File: src/rtl/al_lut4_cfg_writer.sv
// -----------------------------------------------------------------------------
// al_lut4_cfg_writer
//
// Receives LUT4 configuration frames over a byte stream and writes 16-bit INIT
// words into a bank of NUM_LUTS configuration slots. A combinational lookup
// port evaluates any stored slot with LUT4 INIT bit ordering (a = index LSB).
//
// Frame: HDR_BYTE, ADDR, INIT[7:0], INIT[15:8]. After the last byte the FSM
// spends one ce-enabled cycle in COMMIT, where the slot is written (good
// address) or an error is flagged (address >= NUM_LUTS).
//
// Ports:
//   clk        clock, all state updates on posedge
//   sr         asynchronous active-high reset
//   ce         clock enable; 0 freezes all state and masks the pulses
//   in_data    configuration byte
//   in_valid   in_data valid
//   in_ready   block can accept a byte (ce && state != COMMIT)
//   wr_done    one-cycle pulse: slot written
//   err        one-cycle pulse: bad header byte or bad address
//   cfg_count  successful write count, saturating at 255
//   lk_sel     slot selected for lookup
//   a,b,c,d    lookup index bits, a = bit 0
//   o          lookup result, 0 when lk_sel >= NUM_LUTS
// -----------------------------------------------------------------------------
module al_lut4_cfg_writer #(
    parameter int          NUM_LUTS     = 8,
    parameter logic [15:0] DEFAULT_INIT = 16'h0000,
    parameter logic [7:0]  HDR_BYTE     = 8'hA5
) (
    input  logic       clk,
    input  logic       sr,
    input  logic       ce,
    input  logic [7:0] in_data,
    input  logic       in_valid,
    output logic       in_ready,
    output logic       wr_done,
    output logic       err,
    output logic [7:0] cfg_count,
    input  logic [7:0] lk_sel,
    input  logic       a,
    input  logic       b,
    input  logic       c,
    input  logic       d,
    output logic       o
);

    localparam int         AW         = (NUM_LUTS > 1) ? $clog2(NUM_LUTS) : 1;
    localparam logic [8:0] NUM_LUTS_W = 9'(NUM_LUTS);

    typedef enum logic [2:0] {
        ST_HDR    = 3'd0,
        ST_ADR    = 3'd1,
        ST_LO     = 3'd2,
        ST_HI     = 3'd3,
        ST_COMMIT = 3'd4
    } state_t;

    state_t        state_r;
    state_t        state_nx_s;
    logic [AW-1:0] addr_r;
    logic          bad_r;
    logic [7:0]    lo_r;
    logic [7:0]    hi_r;
    logic          wr_done_r;
    logic          err_r;
    logic [7:0]    cfg_count_r;
    logic [15:0]   slot_r [NUM_LUTS];

    logic          in_ready_s;
    logic          accept_s;
    logic          hdr_bad_s;
    logic          commit_s;
    logic [15:0]   lut_word_s;

    assign in_ready_s = ce && (state_r != ST_COMMIT);
    assign accept_s   = in_valid && in_ready_s;

    // Next-state decode; also flags a rejected header and the commit cycle.
    always_comb begin
        state_nx_s = state_r;
        hdr_bad_s  = 1'b0;
        commit_s   = 1'b0;
        case (state_r)
            ST_HDR: begin
                if (accept_s) begin
                    if (in_data == HDR_BYTE) begin
                        state_nx_s = ST_ADR;
                    end else begin
                        hdr_bad_s  = 1'b1;
                        state_nx_s = ST_HDR;
                    end
                end else begin
                    state_nx_s = ST_HDR;
                end
            end
            ST_ADR: begin
                if (accept_s) state_nx_s = ST_LO;
                else          state_nx_s = ST_ADR;
            end
            ST_LO: begin
                if (accept_s) state_nx_s = ST_HI;
                else          state_nx_s = ST_LO;
            end
            ST_HI: begin
                if (accept_s) state_nx_s = ST_COMMIT;
                else          state_nx_s = ST_HI;
            end
            ST_COMMIT: begin
                // Closes on the next ce=1 edge regardless of in_valid.
                commit_s   = ce;
                state_nx_s = ST_HDR;
            end
            default: begin
                state_nx_s = ST_HDR;
            end
        endcase
    end

    // FSM state register, frozen while ce=0.
    always_ff @(posedge clk or posedge sr) begin
        if (sr) begin
            state_r <= ST_HDR;
        end else if (ce) begin
            state_r <= state_nx_s;
        end else begin
            state_r <= state_r;
        end
    end

    // Frame field latches, result pulses and the saturating write counter.
    always_ff @(posedge clk or posedge sr) begin
        if (sr) begin
            addr_r      <= '0;
            bad_r       <= 1'b0;
            lo_r        <= 8'h00;
            hi_r        <= 8'h00;
            wr_done_r   <= 1'b0;
            err_r       <= 1'b0;
            cfg_count_r <= 8'h00;
        end else if (ce) begin
            // Pulses are recomputed every enabled edge, so each lasts one cycle.
            wr_done_r <= commit_s && !bad_r;
            err_r     <= hdr_bad_s || (commit_s && bad_r);
            if (accept_s && (state_r == ST_ADR)) begin
                addr_r <= in_data[AW-1:0];
                bad_r  <= ({1'b0, in_data} >= NUM_LUTS_W);
            end else if (commit_s) begin
                bad_r <= 1'b0;
            end else begin
                bad_r <= bad_r;
            end
            if (accept_s && (state_r == ST_LO)) lo_r <= in_data;
            else                                lo_r <= lo_r;
            if (accept_s && (state_r == ST_HI)) hi_r <= in_data;
            else                                hi_r <= hi_r;
            if (commit_s && !bad_r && (cfg_count_r != 8'hFF)) begin
                cfg_count_r <= cfg_count_r + 8'd1;
            end else begin
                cfg_count_r <= cfg_count_r;
            end
        end else begin
            wr_done_r   <= wr_done_r;
            err_r       <= err_r;
            cfg_count_r <= cfg_count_r;
        end
    end

    // Configuration slot bank, written only on a good-address commit.
    always_ff @(posedge clk or posedge sr) begin
        if (sr) begin
            for (int i = 0; i < NUM_LUTS; i++) begin
                slot_r[i] <= DEFAULT_INIT;
            end
        end else if (ce && commit_s && !bad_r) begin
            slot_r[addr_r] <= {hi_r, lo_r};
        end else begin
            slot_r <= slot_r;
        end
    end

    // Lookup word select; out-of-range selects read as all zeros.
    always_comb begin
        lut_word_s = 16'h0000;
        if ({1'b0, lk_sel} < NUM_LUTS_W) begin
            lut_word_s = slot_r[lk_sel[AW-1:0]];
        end else begin
            lut_word_s = 16'h0000;
        end
    end

    assign o         = lut_word_s[{d, c, b, a}];
    assign in_ready  = in_ready_s;
    // A pulse held during ce=0 is masked, then shown in the next enabled cycle.
    assign wr_done   = wr_done_r && ce;
    assign err       = err_r && ce;
    assign cfg_count = cfg_count_r;

endmodule

File: config.mk
export PLATFORM = sky130hd
export DESIGN_NAME = al_lut4_cfg_writer
export DESIGN_NICKNAME = d
export VERILOG_FILES = /design/src/rtl/al_lut4_cfg_writer.sv
export SDC_FILE = /design/constraint.sdc
export NUM_CORES = 1
export LEC_CHECK = 0
export CAP_MARGIN = 25
export CORE_UTILIZATION = 62
export CTS_BUF_LIST = sky130_fd_sc_hd__clkbuf_4 sky130_fd_sc_hd__clkbuf_8
export CTS_CLUSTER_SIZE = 8
export DETAILED_ROUTE_END_ITERATION = 7
export HOLD_SLACK_MARGIN = 0.03
export PLACE_DENSITY = 0.82
export SLEW_MARGIN = 20
export SYNTH_ARGS = -nofsm -noshare
export SYNTH_HDL_FRONTEND = slang
export SYNTH_SLANG_ARGS = --single-unit
File: constraint.sdc
create_clock -name clk -period 9 [get_ports clk]
set_clock_uncertainty 0.2 [all_clocks]
set_input_delay 2.7 -clock clk [delete_from_list [all_inputs] [get_ports clk]]
set_output_delay 2.7 -clock clk [all_outputs]
set_load 0.02 [all_outputs]
# Word-level counts from Yosys, hierarchy flattened
# Index checks and enable logic that the tools add are counted.
classes:
  n_addsub: 1
  magnitude_cmp: 6
  n_eq_ne: 7
  muxes: 21
  bitwise_logic: 2
  n_reduce_logical: 22
ops:
  columns: ["operator", "n"]
  rows:
  - ["bitwise mux 128 bit", 1]
  - ["two-way mux 16 bit", 4]
  - ["binary-select mux 16 bit (select 3 bit)", 1]
  - ["demux 16 bit (select 3 bit)", 1]
  - ["logical AND 1 bit", 13]
  - ["one-hot mux 3 bit (4 select lines)", 1]
  - ["AND reduction 2 bit", 5]
  - ["two-way mux 1 bit", 9]
  - ["adder 8 x 1 -> 8 bit, second input constant", 1]
  - ["== test 8 bit, second input constant", 1]
  - ["greater-or-equal comparator 4 bit, second input constant", 2]
  - ["greater-or-equal comparator 8 x 4 -> 1 bit, second input constant", 1]
  - ["less-than comparator 8 x 4 -> 1 bit, second input constant", 1]
  - ["!= test 8 bit, second input constant", 1]
  - ["inverter 3 -> 4 bit", 2]
  - ["== test 3 x 2 -> 1 bit, second input constant", 2]
  - ["two-way mux 3 bit", 2]
  - ["less-than comparator 4 x 5 -> 1 bit, second input constant", 1]
  - ["binary-select mux 1 bit (select 4 bit)", 1]
  - ["less-than comparator 4 x 1 -> 1 bit, second input constant", 1]
  - ["== test 3 x 1 -> 1 bit, second input constant", 1]
  - ["== test 3 bit, second input constant", 1]
  - ["logical NOT 3 bit", 1]
  - ["!= test 3 bit, second input constant", 1]
  - ["4 further kinds", 4]
totals:
  ff_bits: 161
  inputBits: 24
  output_inout_bits: 12
  wordCells: 75

# Logic depth before layout (Yosys ltp)
# Gate-level depths: netlist of the first run.
logic_depth:
  ltp_word: 7
  depth_mapped: 9
  ltp_nobuf: 6

# Least setup slack after synthesis of the first run
# OpenSTA, ideal clock, no wires.
synth_path:
  path_kind: "input to output"
  startpoint: "input port lk_sel[0]"
  endpoint: "output port o"
  arrival_time_ns: 4.604
  t_required_ns: 6.100
  slack_ns: 1.496
  path_stages: 7
  n_path_buf: 2
  path_cell_list: "buf_2 > buf_2 > mux4_2 > mux2_2 > nor4b_1 > nor4_1 > a211o_1"
synth_via:
  elab_chain_cells: 7
  word_cells_on_any_way: 8
  cone_classes: "order compare: 1; mux: 6; bitwise: 1"
synth_rtl:
  columns: ["item", "line", "source"]
  rows:
  - ["start: declaration", "40", "input logic [7:0] lk_sel,"]
  - ["inverter 3 -> 4 bit (implied by the code)", "186", "lut_word_s = slot_r[lk_sel[AW-1:0]];"]
  - ["binary-select mux 16 bit (select 3 bit)", "186", null]
  - ["two-way mux 16 bit (implied by the code) (2 in series)", "186", null]
  - ["two-way mux 16 bit *", "185", "if ({1'b0, lk_sel} < NUM_LUTS_W) begin"]
  - ["binary-select mux 1 bit (select 4 bit) *", "192", "assign o = lut_word_s[{d, c, b, a}];"]
  - ["two-way mux 1 bit (implied by the code) *", "192", null]
  - ["end: declaration", "45", "output logic o"]
# Every way passes the cells marked *; elsewhere a longest branch is shown, timed or not. The select of a mux whose other input is x is not followed.

# Final worst setup path of the first run
# Ends and elaborated chain as after synthesis.

==> results of run 1 <==
==> registers in the layout (all words and copies together) (netlist names) <==
| register | cells |
|---|---|
| addr_r | 3 |
| bad_r | 1 |
| cfg_count | 8 |
| err_r | 1 |
| hi_r | 8 |
| lo_r | 8 |
| slot_r | 128 |
| state_r | 3 |
| wr_done_r | 1 |
==> layout by cell type, fill, tap and decap left out, types with 4 or more instances in the layout <==
cell type	instances
mux2_4	10
clkdlybuf4s50_1	34
nor3_1	4
a221oi_1	4
nand3_1	5
clkbuf_8	18
xnor2_1	6
nor2_1	7
clkinv_2	4
buf_4	12
nor2b_1	5
mux2_2	144
o21ai_0	7
dfrtp_1	161
inv_6	4
mux2i_1	34
a22o_1	6
nand2_1	18
mux4_2	14
a22oi_1	4
nand4b_1	4
and2_1	4
a21oi_1	5
==> worst max-delay path, stage by stage <==
cell	delay (ns)
clkdlybuf4s50_1	0.86
buf_4	0.29
mux4_2	0.50
nor2b_1	0.15
a211oi_1	0.26
nor4b_1	0.10
a211o_1	0.28
clkdlybuf4s50_1	0.54
==> through the flow <==
stage	setup slack, ns	area (um^2)	power (W)
after detailed placement	0.399	7920	0.00106
final	0.406	8340	0.00158
after global placement	0.439	7910	0.00105
after CTS	0.403	8310	0.00158
after floorplan	1.50	7440	0.000984
after global routing	0.267	8340	0.00165
==> logic make-up (layout without fill, tap and decap cells) <==
kind of cell | count (synthesis) | count (layout) | share of synthesized area [%]
AND/OR/NAND/NOR | 73 | 73 | 5.91
multiplexers | 203 | 203 | 32.8
adder cells (fa/ha/maj) | 1 | 1 | 0.168
XOR/XNOR | 7 | 7 | 0.825
flip-flops | 161 | 161 | 54.2
buffers and inverters | 35 | 85 | 2.37
AO/OA/AOI/OAI | 39 | 39 | 3.75
==> cell usage after synthesis (all sizes together), types with 2 or more instances <==
cell,number,area [um^2]
mux2i,34,340
and2,4,25.0
mux2,155,1780
nand2,18,67.6
a311oi,2,17.5
and3,3,18.8
a221oi,4,35.0
or4,2,18.8
nand4b,4,35.0
nor3b,3,32.5
nand4,3,18.8
xnor2,6,52.6
mux4,14,315
a22o,6,52.6
inv,4,15.0
a31oi,3,18.8
a21oi,5,25.0
o21ai,7,35.0
a22oi,4,30.0
nand2b,3,18.8
nor4b,3,26.3
nand3,5,25.0
nor2b,5,31.3
clkbuf,11,41.3
dfrtp,161,4030
or3,2,12.5
nor3,5,30.0
nor2,9,43.8
buf,20,120
==> worst max-delay path by stage <==
stage                         start  endpoint  slack [ns]  cells after the start
after floorplan           lk_sel[0]         o        1.50                      7
after global placement    lk_sel[0]         o        0.44                      7
after detailed placement  lk_sel[0]         o        0.40                      8
after CTS                 lk_sel[0]         o        0.40                      8
after global routing      lk_sel[0]         o        0.27                      9
final                     lk_sel[0]         o        0.41                      8
==> per-layer routing <==
metal  GRT usage, %  up-vias  wire [um]
li1               -     1992          -
met1           39.8     2415       7060
met2           42.6      118       7540
met3           6.37       20        757
met4           9.19        0        273
met5              0        -          0
==> cell type report <==
class,instances,area [um^2],area share [%]
timing repair buffer,49,483,5.79
multi-input combinational,323,3240,38.8
tap,143,179,2.14
inverter,4,20.0,0.240
clock buffer,20,263,3.15
clock inverter,12,131,1.57
sequential,161,4030,48.3
==> power breakdown <==
| group | leakage [nW] | total (W) | switching (W) | internal [W] |
|---|---|---|---|---|
| clock | 0.205 | 0.000523 | 0.000261 | 0.000261 |
| sequential | 2.22 | 0.000885 | 0.000107 | 0.000778 |
| combinational | 1.62 | 0.000168 | 0.0000756 | 0.0000923 |
==> flow_summary.yaml, run 1 <==
run_status:
  status: "complete, no violations"
sta:
  fin_crit_ns: 8.59
  rsz0062_at_grt: "no"
  worstMarginPinSlew_ns: 0.711
  fmax_mhz: 116
  fin_crit_sh_pct: 95.5
  fin_worst_hold_slack_ns: 0.299
  fin_setup_tns_ns: 0
  hold_violations: 0
  slew_headroom_pct: 52.6
  setup_violations: 0
  drv_slew: 0
clock_tree:
  cts_max_path_buffers: 2
  cts_tree: "yes"
  hold_buffers: 0
  cts_resized: 0
  cts.clk_slew.worst_paths_ns: 0.07
  cts_setup_buffers: 0
  htreeDepth: 4
  clockRootBuffer: "clkbuf_8"
  insertion_delay_ns: 0.45
  numCtsBuffers: 17
  numClockSinks: 161
yosys:
  synth_area_um2: 7440
  ys_types: 54
  synth-seq-area-share_pct: 54.2
  synth.avg_cell_area_um2: 14.3
  synth_fp_nets: 544
  synth-async-reset-ratio_pct: 100
  syn_inst: 519
  synth_flop_cell: "dfrtp_1"
  ys_ff_latch: 161
  synth_warnings: 0
  synth_edf_count: 0
layout:
  drive_gt1_share_pct: 39.5
  fin_util_pct: 72.1
  final_cells: 712
  fill_cells: 772
  final_nets: 581
  area_growth_pct: 12.2
  num_antenna_cells: 0
routing:
  first_iter_violations: 404
  wirelength_um: 15600
  drtAntennaViolNets: 0
  wl_per_cell_um: 22.0
  vias: 4545
  drcViolationCount: 0
  dr.pass1.iters: 5
  drt-vias-per-instance: 6.38
worst_setup_path:
  worstSetupPathType: "in2out"
  required_ns: 6.10
  r2r-start: "state_r[0]"
  rrSetupSlack_ns: 6.23
  end_kind: "primary output"
  worstPathArrival_ns: 5.69
  timing.rr.end: "slot_r[100]"
  path_max_fanout: 10
  start_kind: "input pin"
  r2r_cells: 5
die:
  ios: 36
  row_count: 39
  die_w_um: 112
  coreArea_um2: 11600
  start_util_pct: 64.3
  die_area_um2: 12400
  die_h_um: 112
min_path:
  hold_class: "reg2reg"
  hp-start: "slot_r[89]"
  holdPathEnd: "slot_r[89]"
  holdPathStages: 1
placement:
  hpwlAfterDp_um: 10300
  gp_congestion: 0.950
  io_buffers: 35
  placed_cells: 679
grt:
  antenna_found_initial: 0
  grt_start_max_net_pins: 109
  grt_overflow: 0
  grt_pass1_vias: 4700
  grt_pass1_wl_um: 25800
  grt_use_total_pct: 27.8
power:
  p_leak_nw: 4.05
  power.density_nw_per_um2: 189
  max-vdd-ir-drop_mv: 0.206
job:
  cap_violations: 0
No activity file was read; power rests on OpenSTA's default activity.
==> inputs of run 2 (changes only) <==
Settings changed: MAX_ROUTING_LAYER from default to met4.
==> run 2 against run 1 <==
Via count grew 0.40%. Die area is the same. Clock power is essentially flat. Total power grew 0.14%. Sequential power is essentially flat. Flip-flop and latch count is the same. Design area is the same. Wire length grew 0.13%. Non-clock buffer count is the same.
==> flow_summary.yaml, run 2 (synthesis gave the netlist of run 1 again) <==
grt:
  antenna_found_initial: 0
  grt_use_total_pct: 28.8
  grt_pass1_vias: 4718
  grt_start_max_net_pins: 109
  grt_overflow: 0
  grt_pass1_wl_um: 25800
power:
  power.density_nw_per_um2: 189
  p_leak_nw: 4.05
  finalPower_w: 0.00158
  max-vdd-ir-drop_mv: 0.206
clock_tree:
  clockRootBuffer: "clkbuf_8"
  cts_max_path_buffers: 2
  numCtsBuffers: 17
  cts_setup_buffers: 0
  insertion_delay_ns: 0.45
  hold_buffers: 0
  htreeDepth: 4
  cts_resized: 0
  cts_tree: "yes"
  numClockSinks: 161
  cts.clk_slew.worst_paths_ns: 0.07
sta:
  postLayoutSetupSlackWorst_ns: 0.416
  drv_slew: 0
  fin_setup_tns_ns: 0
  slew_headroom_pct: 52.2
  setup_violations: 0
  worstMarginPinSlew_ns: 0.717
  hold_violations: 0
  fin_worst_hold_slack_ns: 0.294
  rsz0062_at_grt: "no"
  fmax_mhz: 116
  fin_crit_ns: 8.58
  fin_crit_sh_pct: 95.4
worst_setup_path:
  critical_path.most_common_cell: "clkdlybuf4s50_1"
  path_delay_family: "buffers and inverters"
  required_ns: 6.10
  start_kind: "input pin"
  cpMaxStageDelayCell: "clkdlybuf4s50_1"
  path_max_fanout: 10
  critPathMaxStageDelay_ns: 0.85
  critPathBufInv: 3
  worstSetupPathType: "in2out"
  end_kind: "primary output"
  worstPathArrival_ns: 5.68
  crit_chain: "clkdlybuf4s50_1, buf_4, nor2b_1, a22o_1, nor3_1, a31oi_1, a311oi_1, a211o_1, clkdlybuf4s50_1"
layout:
  area_growth_pct: 12.2
  num_antenna_cells: 0
  final_common_cell: "dfrtp_1"
  largest-register: "slot_r"
  largest_reg_flops: 128
  final_cell_mix: "dfrtp_1, mux2_2, mux2i_1, clkdlybuf4s50_1"
  drive_gt1_share_pct: 39.5
  final_nets: 581
routing:
  dr.pass1.iters: 4
  drtAntennaViolNets: 0
  drcViolationCount: 0
  wl_per_cell_um: 22.0
  first_iter_violations: 316
  wirelength_um: 15700
  drt-vias-per-instance: 6.41
  vias: 4563
placement:
  io_buffers: 35
  place_ws_ns: 0.399
  gp_congestion: 0.967
  hpwlAfterDp_um: 10300
die:
  die_w_um: 112
  die_h_um: 112
  start_util_pct: 64.3
  die_area_um2: 12400
  coreArea_um2: 11600
  ios: 36
  row_count: 39
job:
  cap_violations: 0
min_path:
  hold_class: "reg2reg"
run_status:
  status: "complete, no violations"
==> run 2: layout make-up <==
cell class	instances	area, um^2
inverter	4	20.0
multi-input combinational	323	3240
timing repair buffer	49	483
clock inverter	12	131
clock buffer	20	263
sequential	161	4030
tap	143	179
fill	773	3220
==> run 2: per-layer routing <==
metal / part of all wire, % / track usage (%) / vias to the layer above
met1: 44 / 39.8 / 2410
li1: - / - / 1988
met4: 1.8 / 9.37 / 0
met2: 48 / 42.6 / 141
met5: 0 / - / -
met3: 6.1 / 6.53 / 24
==> run 2: path summary, 6_finish.rpt <==
kind	start	endpoint	slack, ns	depth (start not counted)
min in group asynchronous	sr	slot_r[117]	2.38	2
max	lk_sel[0]	o	0.42	9
max in group asynchronous	sr	slot_r[89]	5.28	3
min reg2reg	slot_r[89]	slot_r[89]	0.29	1
min	slot_r[89]	slot_r[89]	0.29	1
max reg2reg	state_r[0]	slot_r[100]	6.23	5
==> run 2: metrics by stage <==
| stage | util [%] | instances | cell area [um^2] |
|---|---|---|---|
| finish | 72.1 | 712 | 8340 |
| global route | 72.1 | 712 | 8340 |
| CTS | 71.9 | 711 | 8310 |
| detailed placement | 68.5 | 679 | 7920 |
| global placement | 68.4 | 679 | 7910 |
| floorplan | - | 519 | 7440 |
==> run 2: worst reg2reg max path, cell delays in order, from the launching register on <==
cell and delay (ns):
dfrtp_1 0.47, or4_4 0.59, nor2_4 0.14, nand2_1 0.11
or3_2 0.75, mux2_4 0.40
==> run 2: report_power, final <==
part | internal [W] | leakage, nW | total (W) | switching, W
sequential | 0.000778 | 2.22 | 0.000886 | 0.000108
combinational | 0.0000923 | 1.62 | 0.000168 | 0.0000755
clock | 0.000261 | 0.205 | 0.000524 | 0.000263
==> inputs of run 3 (changes only) <==
Settings changed: CORE_UTILIZATION 62 to 27, PLACE_DENSITY 0.82 to default.
==> run 3 against run 2 <==
Register-to-register slack got worse by 0.10 ns. Sequential share of layout area decreased by 1.8 points. Combinational power about the same. Worst setup slack improved by 0.13 ns. Maximum frequency increased by 1.5%. Design area increased by 3.8%. Die area increased by 130%. Wire length increased by 11%. Count of clock-buffer cells in the layout unchanged. Largest cell class unchanged.
==> flow_summary.yaml, run 3 (synthesis gave the netlist of run 1 again) <==
clock_tree:
  clockRootBuffer: "clkbuf_8"
  cts_resized: 0
  insertion_delay_ns: 0.46
  cts_max_path_buffers: 2
  cts_tree: "yes"
  cts.clk_slew.worst_paths_ns: 0.08
  numCtsBuffers: 17
  hold_buffers: 0
  numClockSinks: 161
  cts_setup_buffers: 0
  htreeDepth: 4
layout:
  seq_area_um2: 4030
  largest-register: "slot_r"
  final_cell_mix: "dfrtp_1, mux2_2, mux2i_1, clkdlybuf4s50_1, clkbuf_8"
  fin_util_pct: 32.1
  drive_gt1_share_pct: 39.7
  num_antenna_cells: 0
  fill_cells: 2620
  multi_input_area_um2: 3230
  final_common_cell: "dfrtp_1"
  final_nets: 585
  area_growth_pct: 16.5
  largest_reg_flops: 128
die:
  row_count: 60
  die_w_um: 168
  die_h_um: 168
  coreArea_um2: 27000
  start_util_pct: 27.6
  die_area_um2: 28200
  ios: 36
job:
  cap_violations: 0
grt:
  grt_overflow: 0
  grt_pass1_wl_um: 28400
  grt_use_total_pct: 13.7
  grt_pass1_vias: 4991
  grt_start_max_net_pins: 71
  antenna_found_initial: 0
sta:
  fin_setup_tns_ns: 0
  hold_violations: 0
  rsz0062_at_grt: "no"
  fmax_mhz: 118
  fin_crit_sh_pct: 93.9
  fin_crit_ns: 8.45
  drv_slew: 0
  fin_worst_hold_slack_ns: 0.288
  setup_violations: 0
  slew_headroom_pct: 46.9
  worstMarginPinSlew_ns: 0.797
placement:
  hpwlAfterDp_um: 11600
  gp_congestion: 0.859
  io_buffers: 35
power:
  swShare_pct: 27.3
  internal_power_w: 0.00119
  clockPowerShare_pct: 35.6
  p_comb_share_pct: 10.3
  p_leak_nw: 4.09
  finalPower_w: 0.00164
  power.density_nw_per_um2: 189
  seq_power_share_pct: 54.2
  switchingPower_w: 0.000448
  max-vdd-ir-drop_mv: 0.105
routing:
  wirelength_um: 17300
  vias: 4524
  dr.pass1.iters: 5
  wl_per_cell_um: 19.0
  drtAntennaViolNets: 0
  drt-vias-per-instance: 4.96
  first_iter_violations: 223
  drcViolationCount: 0
worst_setup_path:
  start_kind: "input pin"
  worstSetupPathType: "in2out"
  worstPathArrival_ns: 5.55
  path_max_fanout: 13
  required_ns: 6.10
  end_kind: "primary output"
min_path:
  hold_class: "reg2reg"
run_status:
  status: "complete, no violations"
[run 3: cell types whose count changed in the layout (fill, tap and decap cells not counted), moves of 2 or more]
cell / before / now
buf_4: 12 / 15
bufinv_16: 2 / 4
clkbuf_4: 2 / 0
clkbuf_8: 18 / 20
clkinv_4: 2 / 0
inv_6: 4 / 1
[run 3: per-layer routing]
layer / GRT usage, % / wire, um / up-vias
met1: 17.9 / 8310 / 2400
met4: 5.35 / 334 / 0
met2: 20.8 / 8110 / 100
li1: - / - / 1993
met5: - / 0 / -
met3: 2.59 / 583 / 31
[run 3: worst paths after layout]
path | startpoint | endpoint | slack, ns | cells after the start
min in group asynchronous | sr | cfg_count[4] | 2.50 | 2
setup / recovery | lk_sel[0] | o | 0.55 | 8
hold / removal | wr_done_r | wr_done_r | 0.29 | 1
max in group asynchronous | sr | slot_r[126] | 4.82 | 4
setup reg to reg | state_r[0] | slot_r[5] | 6.13 | 6
hold reg to reg | wr_done_r | wr_done_r | 0.29 | 1
[run 3: cell type report]
class	instances	share of cell area, %
Inverter	4	0.231
Tap cell	341	4.93
Sequential cell	161	46.5
Clock inverter	11	1.85
Timing Repair Buffer	53	6.01
Clock buffer	20	3.18
Multi-Input combinational cell	323	37.3
[run 3: power groups by stage]
stage	registers [W]	clock network, W	logic (W)
2_1_floorplan	0.000850	0	0.000134
3_3_place_gp	0.000891	0	0.000164
3_5_place_dp	0.000900	0	0.000170
4_1_cts	0.000885	0.000596	0.000171
5_1_grt	0.000901	0.000630	0.000185
6_report	0.000888	0.000583	0.000168
[run 3: metrics by stage]
step	std cells	setup slack, ns	area, um^2
3_5_place_dp	882	0.531	8230
6_report	913	0.545	8660
3_3_place_gp	880	0.507	8180
2_1_floorplan	519	1.50	7440
4_1_cts	913	0.522	8660
5_1_grt	913	0.443	8660
[run 3: critical path, stage by stage]
cell and delay, ns:
clkdlybuf4s50_1 0.48, buf_4 0.26, mux4_2 0.54, mux2_2 0.28, nor4b_1 0.27, nor4_1 0.11
a211o_1 0.34, clkdlybuf4s50_1 0.55
